$ cat config.mk
export PLATFORM = sky130hd
export DESIGN_NAME = mem_access
export DESIGN_NICKNAME = d
export VERILOG_FILES = /design/src/rtl/mem_access.sv
export SDC_FILE = /design/constraint.sdc
export NUM_CORES = 1
export LEC_CHECK = 0
export ABC_AREA = 1
export CAP_MARGIN = 20
export CORE_ASPECT_RATIO = 0.8
export CORE_MARGIN = 4
export CORE_UTILIZATION = 40
export CTS_BUF_LIST = sky130_fd_sc_hd__clkbuf_16
export DETAILED_ROUTE_END_ITERATION = 7
export PLACE_DENSITY = 0.74
export SYNTH_ARGS = -nofsm -noshare
export SYNTH_HDL_FRONTEND = slang
export SYNTH_SLANG_ARGS = --single-unit
$ cat constraint.sdc
create_clock -name clk -period 2.1 [get_ports clk]
set_clock_uncertainty 0.15 [all_clocks]
set_input_delay 0.42 -clock clk [delete_from_list [all_inputs] [get_ports clk]]
set_output_delay 0.42 -clock clk [all_outputs]
set_load 0.05 [all_outputs]
$ cat src/rtl/mem_access.sv
// mem_access: load/store unit between the execute stage and a valid/ready data bus.
// Define MEM_MISALIGN_TRAP_EN to turn misaligned accesses into exceptions instead of aligning them down.
module mem_access #(
  parameter int DATA_WIDTH = 64,
  parameter int ADDR_WIDTH = 64
) (
  input  logic                    clk,
  input  logic                    resetn,
  input  logic                    in_valid,
  output logic                    in_ready,
  input  logic [1:0]              in_rw,
  input  logic [1:0]              in_size,
  input  logic                    in_unsigned,
  input  logic [ADDR_WIDTH-1:0]   in_addr,
  input  logic [DATA_WIDTH-1:0]   in_wdata,
  input  logic [DATA_WIDTH-1:0]   in_res,
  output logic                    out_valid,
  input  logic                    out_ready,
  output logic [DATA_WIDTH-1:0]   out_data,
  output logic                    out_exc,
  input  logic                    flush,
  output logic                    dreq_valid,
  output logic [ADDR_WIDTH-1:0]   dreq_addr,
  output logic [1:0]              dreq_size,
  output logic [DATA_WIDTH/8-1:0] dreq_strobe,
  output logic [DATA_WIDTH-1:0]   dreq_data,
  input  logic                    dresp_addr_ok,
  input  logic                    dresp_data_ok,
  input  logic [DATA_WIDTH-1:0]   dresp_data
);

  localparam int STRB_W = DATA_WIDTH / 8;
  localparam int OFF_W  = $clog2(STRB_W);

  typedef enum logic [1:0] {IDLE, REQ, DATA, DONE} state_t;

  state_t                  r_state;
  logic                    r_outValid;
  logic                    r_outExc;
  logic [DATA_WIDTH-1:0]   r_outData;
  logic                    r_dreqValid;
  logic [ADDR_WIDTH-1:0]   r_dreqAddr;
  logic [STRB_W-1:0]       r_dreqStrobe;
  logic [DATA_WIDTH-1:0]   r_dreqData;
  logic [1:0]              r_size;
  logic [OFF_W-1:0]        r_off;
  logic                    r_isLoad;
  logic                    r_unsigned;
  logic                    r_flushed;

  logic                    w_isLoad;
  logic                    w_isStore;
  logic                    w_isMem;
  logic                    w_accept;
  logic                    w_trap;
  logic [1:0]              w_size;
  logic [3:0]              w_bytes;
  logic [ADDR_WIDTH-1:0]   w_lowMask;
  logic [ADDR_WIDTH-1:0]   w_alignedAddr;
  logic [OFF_W-1:0]        w_off;
  logic [STRB_W-1:0]       w_strobe;
  logic [DATA_WIDTH-1:0]   w_wdataShift;
  logic [DATA_WIDTH-1:0]   w_rdShift;
  logic [7:0]              w_dropBits;
  logic [DATA_WIDTH-1:0]   w_leftAligned;
  logic signed [DATA_WIDTH-1:0] w_signExt;
  logic [DATA_WIDTH-1:0]   w_loadData;
  logic [DATA_WIDTH-1:0]   w_result;

  assign in_ready    = (r_state == IDLE) || ((r_state == DONE) && out_ready);
  assign out_valid   = r_outValid;
  assign out_data    = r_outData;
  assign out_exc     = r_outExc;
  assign dreq_valid  = r_dreqValid;
  assign dreq_addr   = r_dreqAddr;
  assign dreq_size   = r_size;
  assign dreq_strobe = r_dreqStrobe;
  assign dreq_data   = r_dreqData;

  assign w_isLoad  = (in_rw == 2'b01);
  assign w_isStore = (in_rw == 2'b10);
  assign w_isMem   = w_isLoad || w_isStore;
  assign w_accept  = in_valid && in_ready && !flush;

  // A 32-bit bus cannot carry a doubleword, so size 3 collapses to a word.
  assign w_size        = ((DATA_WIDTH == 32) && (in_size == 2'd3)) ? 2'd2 : in_size;
  assign w_bytes       = 4'd1 << w_size;
  assign w_lowMask     = ADDR_WIDTH'(w_bytes - 4'd1);
  assign w_alignedAddr = in_addr & ~w_lowMask;
  assign w_off         = w_alignedAddr[OFF_W-1:0];
  assign w_strobe      = STRB_W'((1 << w_bytes) - 1) << w_off;
  assign w_wdataShift  = in_wdata << {w_off, 3'b000};

`ifdef MEM_MISALIGN_TRAP_EN
  assign w_trap = w_isMem && (|(in_addr & w_lowMask));
`else
  assign w_trap = 1'b0;
`endif

  // Left-justify the loaded field, then shift back down to zero- or sign-extend it.
  assign w_rdShift     = dresp_data >> {r_off, 3'b000};
  assign w_dropBits    = 8'(DATA_WIDTH) - (8'd8 << r_size);
  assign w_leftAligned = w_rdShift << w_dropBits;
  assign w_signExt     = $signed(w_leftAligned) >>> w_dropBits;
  assign w_loadData    = r_unsigned ? (w_leftAligned >> w_dropBits) : w_signExt;
  // Stores report zero as their result.
  assign w_result      = r_isLoad ? w_loadData : '0;

  always_ff @(posedge clk or negedge resetn) begin
    if (!resetn) begin
      r_state      <= IDLE;
      r_outValid   <= 1'b0;
      r_outExc     <= 1'b0;
      r_outData    <= '0;
      r_dreqValid  <= 1'b0;
      r_dreqAddr   <= '0;
      r_dreqStrobe <= '0;
      r_dreqData   <= '0;
      r_size       <= '0;
      r_off        <= '0;
      r_isLoad     <= 1'b0;
      r_unsigned   <= 1'b0;
      r_flushed    <= 1'b0;
    end else begin
      case (r_state)
        REQ: begin
          if (flush) r_flushed <= 1'b1;
          if (dresp_addr_ok) begin
            r_dreqValid <= 1'b0;
            if (dresp_data_ok) begin
              if (r_flushed || flush) begin
                r_state <= IDLE;
              end else begin
                r_state    <= DONE;
                r_outValid <= 1'b1;
                r_outData  <= w_result;
              end
            end else begin
              r_state <= DATA;
            end
          end
        end
        DATA: begin
          if (flush) r_flushed <= 1'b1;
          if (dresp_data_ok) begin
            if (r_flushed || flush) begin
              r_state <= IDLE;
            end else begin
              r_state    <= DONE;
              r_outValid <= 1'b1;
              r_outData  <= w_result;
            end
          end
        end
        DONE: begin
          if (flush || out_ready) begin
            r_state    <= IDLE;
            r_outValid <= 1'b0;
            r_outExc   <= 1'b0;
          end
        end
        default: ;
      endcase

      // Acceptance can only happen in IDLE or a draining DONE, so it overrides the case above.
      if (w_accept) begin
        r_outExc <= 1'b0;
        if (!w_isMem) begin
          r_state    <= DONE;
          r_outValid <= 1'b1;
          r_outData  <= in_res;
        end else if (w_trap) begin
          r_state    <= DONE;
          r_outValid <= 1'b1;
          r_outExc   <= 1'b1;
          r_outData  <= DATA_WIDTH'(in_addr);
        end else begin
          r_state      <= REQ;
          r_outValid   <= 1'b0;
          r_dreqValid  <= 1'b1;
          r_dreqAddr   <= w_alignedAddr;
          r_dreqStrobe <= w_isStore ? w_strobe : '0;
          r_dreqData   <= w_isStore ? w_wdataShift : '0;
          r_size       <= w_size;
          r_off        <= w_off;
          r_isLoad     <= w_isLoad;
          r_unsigned   <= in_unsigned;
          r_flushed    <= 1'b0;
        end
      end
    end
  end

endmodule

==> flow_summary.ini <==
[status]
outcome = finished with violations
violations = negative setup slack

[worst_setup_path]
cpMostUsedCell = nand2_1
rr_worst_depth = 15
worst_ep_required_time_ps = 2410
cp_max_fo = 8
cp.arrival_ps = 2760
path_cells = buf_12 > buf_8 > o211ai_1 > nand3_2 > nand3_4 > nand3_4 > nand2_4 > buf_4 > buf_4 > nand2_1 > o21ai_2 > nand2_1 > nand2_1 > nand2_1 > a21oi_2
reg2reg_from = dreq_addr[0]
crit_start = dreq_addr[0]
regToRegEndpoint = out_data[19]
r2r_slack_ps = -350
crit_path_start_kind = flop
crit_type = flop to flop
cp_slowest_cell = dfrtp_2
cpPeakStageDelay_ps = 420
critPathCaptureType = flop

[clock_tree]
clk_latency_ps = 550
cts_root_buffer = clkbuf_16
clock-sinks = 209
clk_pin_slew_ps = 70
clockBufferDepth = 3
cts_made_buffers = 23
htree_levels = 1
cts_tree = yes

[synth]
synth_ff_type = dfrtp_1
async_reset_ff_share_pct = 100
synth_edf_count = 0
syn_nets = 2507
synth_cell_types = 47
synth_area_per_cell_um2 = 6.48
syn_inst = 2230
ys_warn_count = 0
seq_area_frac_synth_pct = 36.2
synth_top_area_share_pct = 36.2
yosys.area.top_type = dfrtp_1
synth_area_leaders = dfrtp_1, nand2_1, nand3_1
ys_ff_latch = 209
netlist_area_um2 = 14400

[drt]
wirelength_met1_um = 25200
num_vias = 18700
wirelength_um = 69200
drtPass1Iterations = 6
routed_via_density = 5.58
drc = 0
antenna_left = 0
drtIter0Drc = 1863
route.met3.wl_um = 6980
wl_met2_um = 33300
wl_per_cell_um = 20.6
routed.top_layer = met5

[die]
core_um2 = 35200
ios = 474
die_h_um = 178
dieArea_um2 = 39200
start_util_pct = 41.1
die_x_um = 220
fp-row-count = 61

[layout]
drive_gt1_share_pct = 27.2
num-nets-final = 3144
diodes = 0
synthToLayoutAreaGrowth_pct = 61.2
fin_cells = 3351

[timing]
grt_setup_unrepaired = yes
worstMarginPinSlew_ps = 546
finalHoldViolations = 0
hold_ws_ps = 106
fin_ws_ps = -349
drv_slew = 0
fmax_ghz = 0.408
finalSetupViolations = 60
fin_crit_sh_pct = 117
setup_tns_ps = -12700
period_minus_slack_ps = 2450
slew_headroom_pct = 63.2

[placed_design]
io_buffer_count = 472
gp_congestion = 0.982
place_inst = 3274
dp_hpwl_um = 50600
preCtsSetupSlack_ps = -633

[worst_hold_path]
min_path_type = primary input to flop
hold_end = dreq_size[0]
hold_depth = 4
hp-start = in_size[0]

[global_routing]
grt_max_degree = 65
grt_use_total_pct = 32.8
overflow = 0
grt_pass1_vias = 18100
grt_pass1_wl_um = 101000
antenna_found_initial = 3

[pwr]
p_leak_nw = 11.8
powerDensity_nw_per_um2 = 1520
power_mw = 35.5
worst_ir_drop_vdd_mv = 1.19

[run]
cap_violations = 0
## flip-flops by register name (all words and copies together) (netlist names)
register,count
dreq_size,2
dreq_addr,64
dreq_strobe,8
r_state,2
dreq_valid,1
out_valid,1
r_unsigned,1
dreq_data,64
r_flushed,1
r_isLoad,1
out_data,64
## worst max path at each step
stage	to	slack, ps	cells past startpoint
final	out_data[19]	-350	15
after global routing	out_data[17]	-470	14
after global placement	dreq_data[52]	-620	12
after floorplan	out_data[13]	-30	16
after CTS	out_data[13]	-210	15
after detailed placement	dreq_data[58]	-630	11
## worst max-delay path: cells and delay by family, from the launching register on
family,cells,cell delay [ps]
buffers and inverters,4,520
AO/OA/AOI/OAI,3,460
flip-flops,1,420
AND/OR/NAND/NOR,8,830
## per-stage QoR
stage	utilization [%]	instance area [um2]
floorplan	-	14500
global placement	59.6	21000
detailed placement	59.6	21000
CTS	63.8	22400
global route	66.2	23300
finish	66.2	23300
## metal layers
metal | track usage (%) | up-vias
li1 | - | 8529
met1 | 40.0 | 8859
met2 | 56.4 | 1066
met3 | 7.66 | 222
met4 | 12.8 | 6
met5 | 0 | -
## kinds of logic after synthesis
| kind of cell | count (synthesis) | synth area share, % |
|---|---|---|
| adder cells (fa/ha/maj) | 9 | 0.779 |
| AO/OA/AOI/OAI | 435 | 17.7 |
| AND/OR/NAND/NOR | 1242 | 35.2 |
| other | 1 | 0.0260 |
| flip-flops | 209 | 36.2 |
| buffers and inverters | 334 | 10.0 |
## cell usage after synthesis (3+ instances only)
cell / number
o21ai_1: 20
a21o_1: 3
nor2_1: 154
dfrtp_1: 209
o22ai_1: 13
nand3_2: 6
o21a_1: 9
nand3_1: 224
a21oi_1: 73
nor2_2: 4
nand2_1: 823
a32o_1: 27
buf_4: 12
buf_2: 44
clkbuf_1: 80
o21ai_2: 5
nand4_1: 5
nand2_2: 5
o21ai_0: 215
or2_1: 6
a31oi_1: 15
buf_1: 10
a21oi_2: 11
buf_6: 9
inv_2: 8
o211ai_1: 36
inv_1: 167
ha_1: 9
and2_1: 5
## placed cells by master, fill, tap and decap left out, drive strengths merged, types with 2 or more instances in the layout
cell             n
dlygate4sd2     23
clkdlybuf4s50  265
nand3          232
bufinv           2
o21ai          240
o22ai           13
ha               9
nor2           160
o211ai          38
a21o             3
nand4            5
clkbuf          31
buf            466
a31oi           15
dfrtp          209
clkinv           6
o21a             9
bufbuf           3
a21oi           84
and2             5
nand2          830
o311ai           2
inv            182
or2              9
a32o            27
o21bai           2
nor3             2
## layout make-up
| type | count | area [um2] |
|---|---|---|
| sequential | 209 | 5240 |
| fill | 2989 | 11900 |
| timing repair inverter | 1 | 8.76 |
| clock buffer | 23 | 576 |
| clock inverter | 14 | 123 |
| multi-input combinational | 1689 | 8750 |
| timing repair buffer | 767 | 7300 |
| inverter | 176 | 707 |
| tap | 472 | 591 |
## power breakdown
group	leakage [nW]	internal, mW	switching, mW	total, mW
registers	2.75	5.58	1.23	6.81
logic	8.70	8.90	15.8	24.7
clock network	0.371	2.22	1.77	3.99
## timing repair
action,in CTS,in global routing
pin swaps,30,54
setup endpoints to repair,144,186
hold buffers,1,0
cloned,7,9
resized for setup,174,187
endpoints found under the hold margin,209,0
setup buffers,15,10
Power figures use the tool's default switching activity.
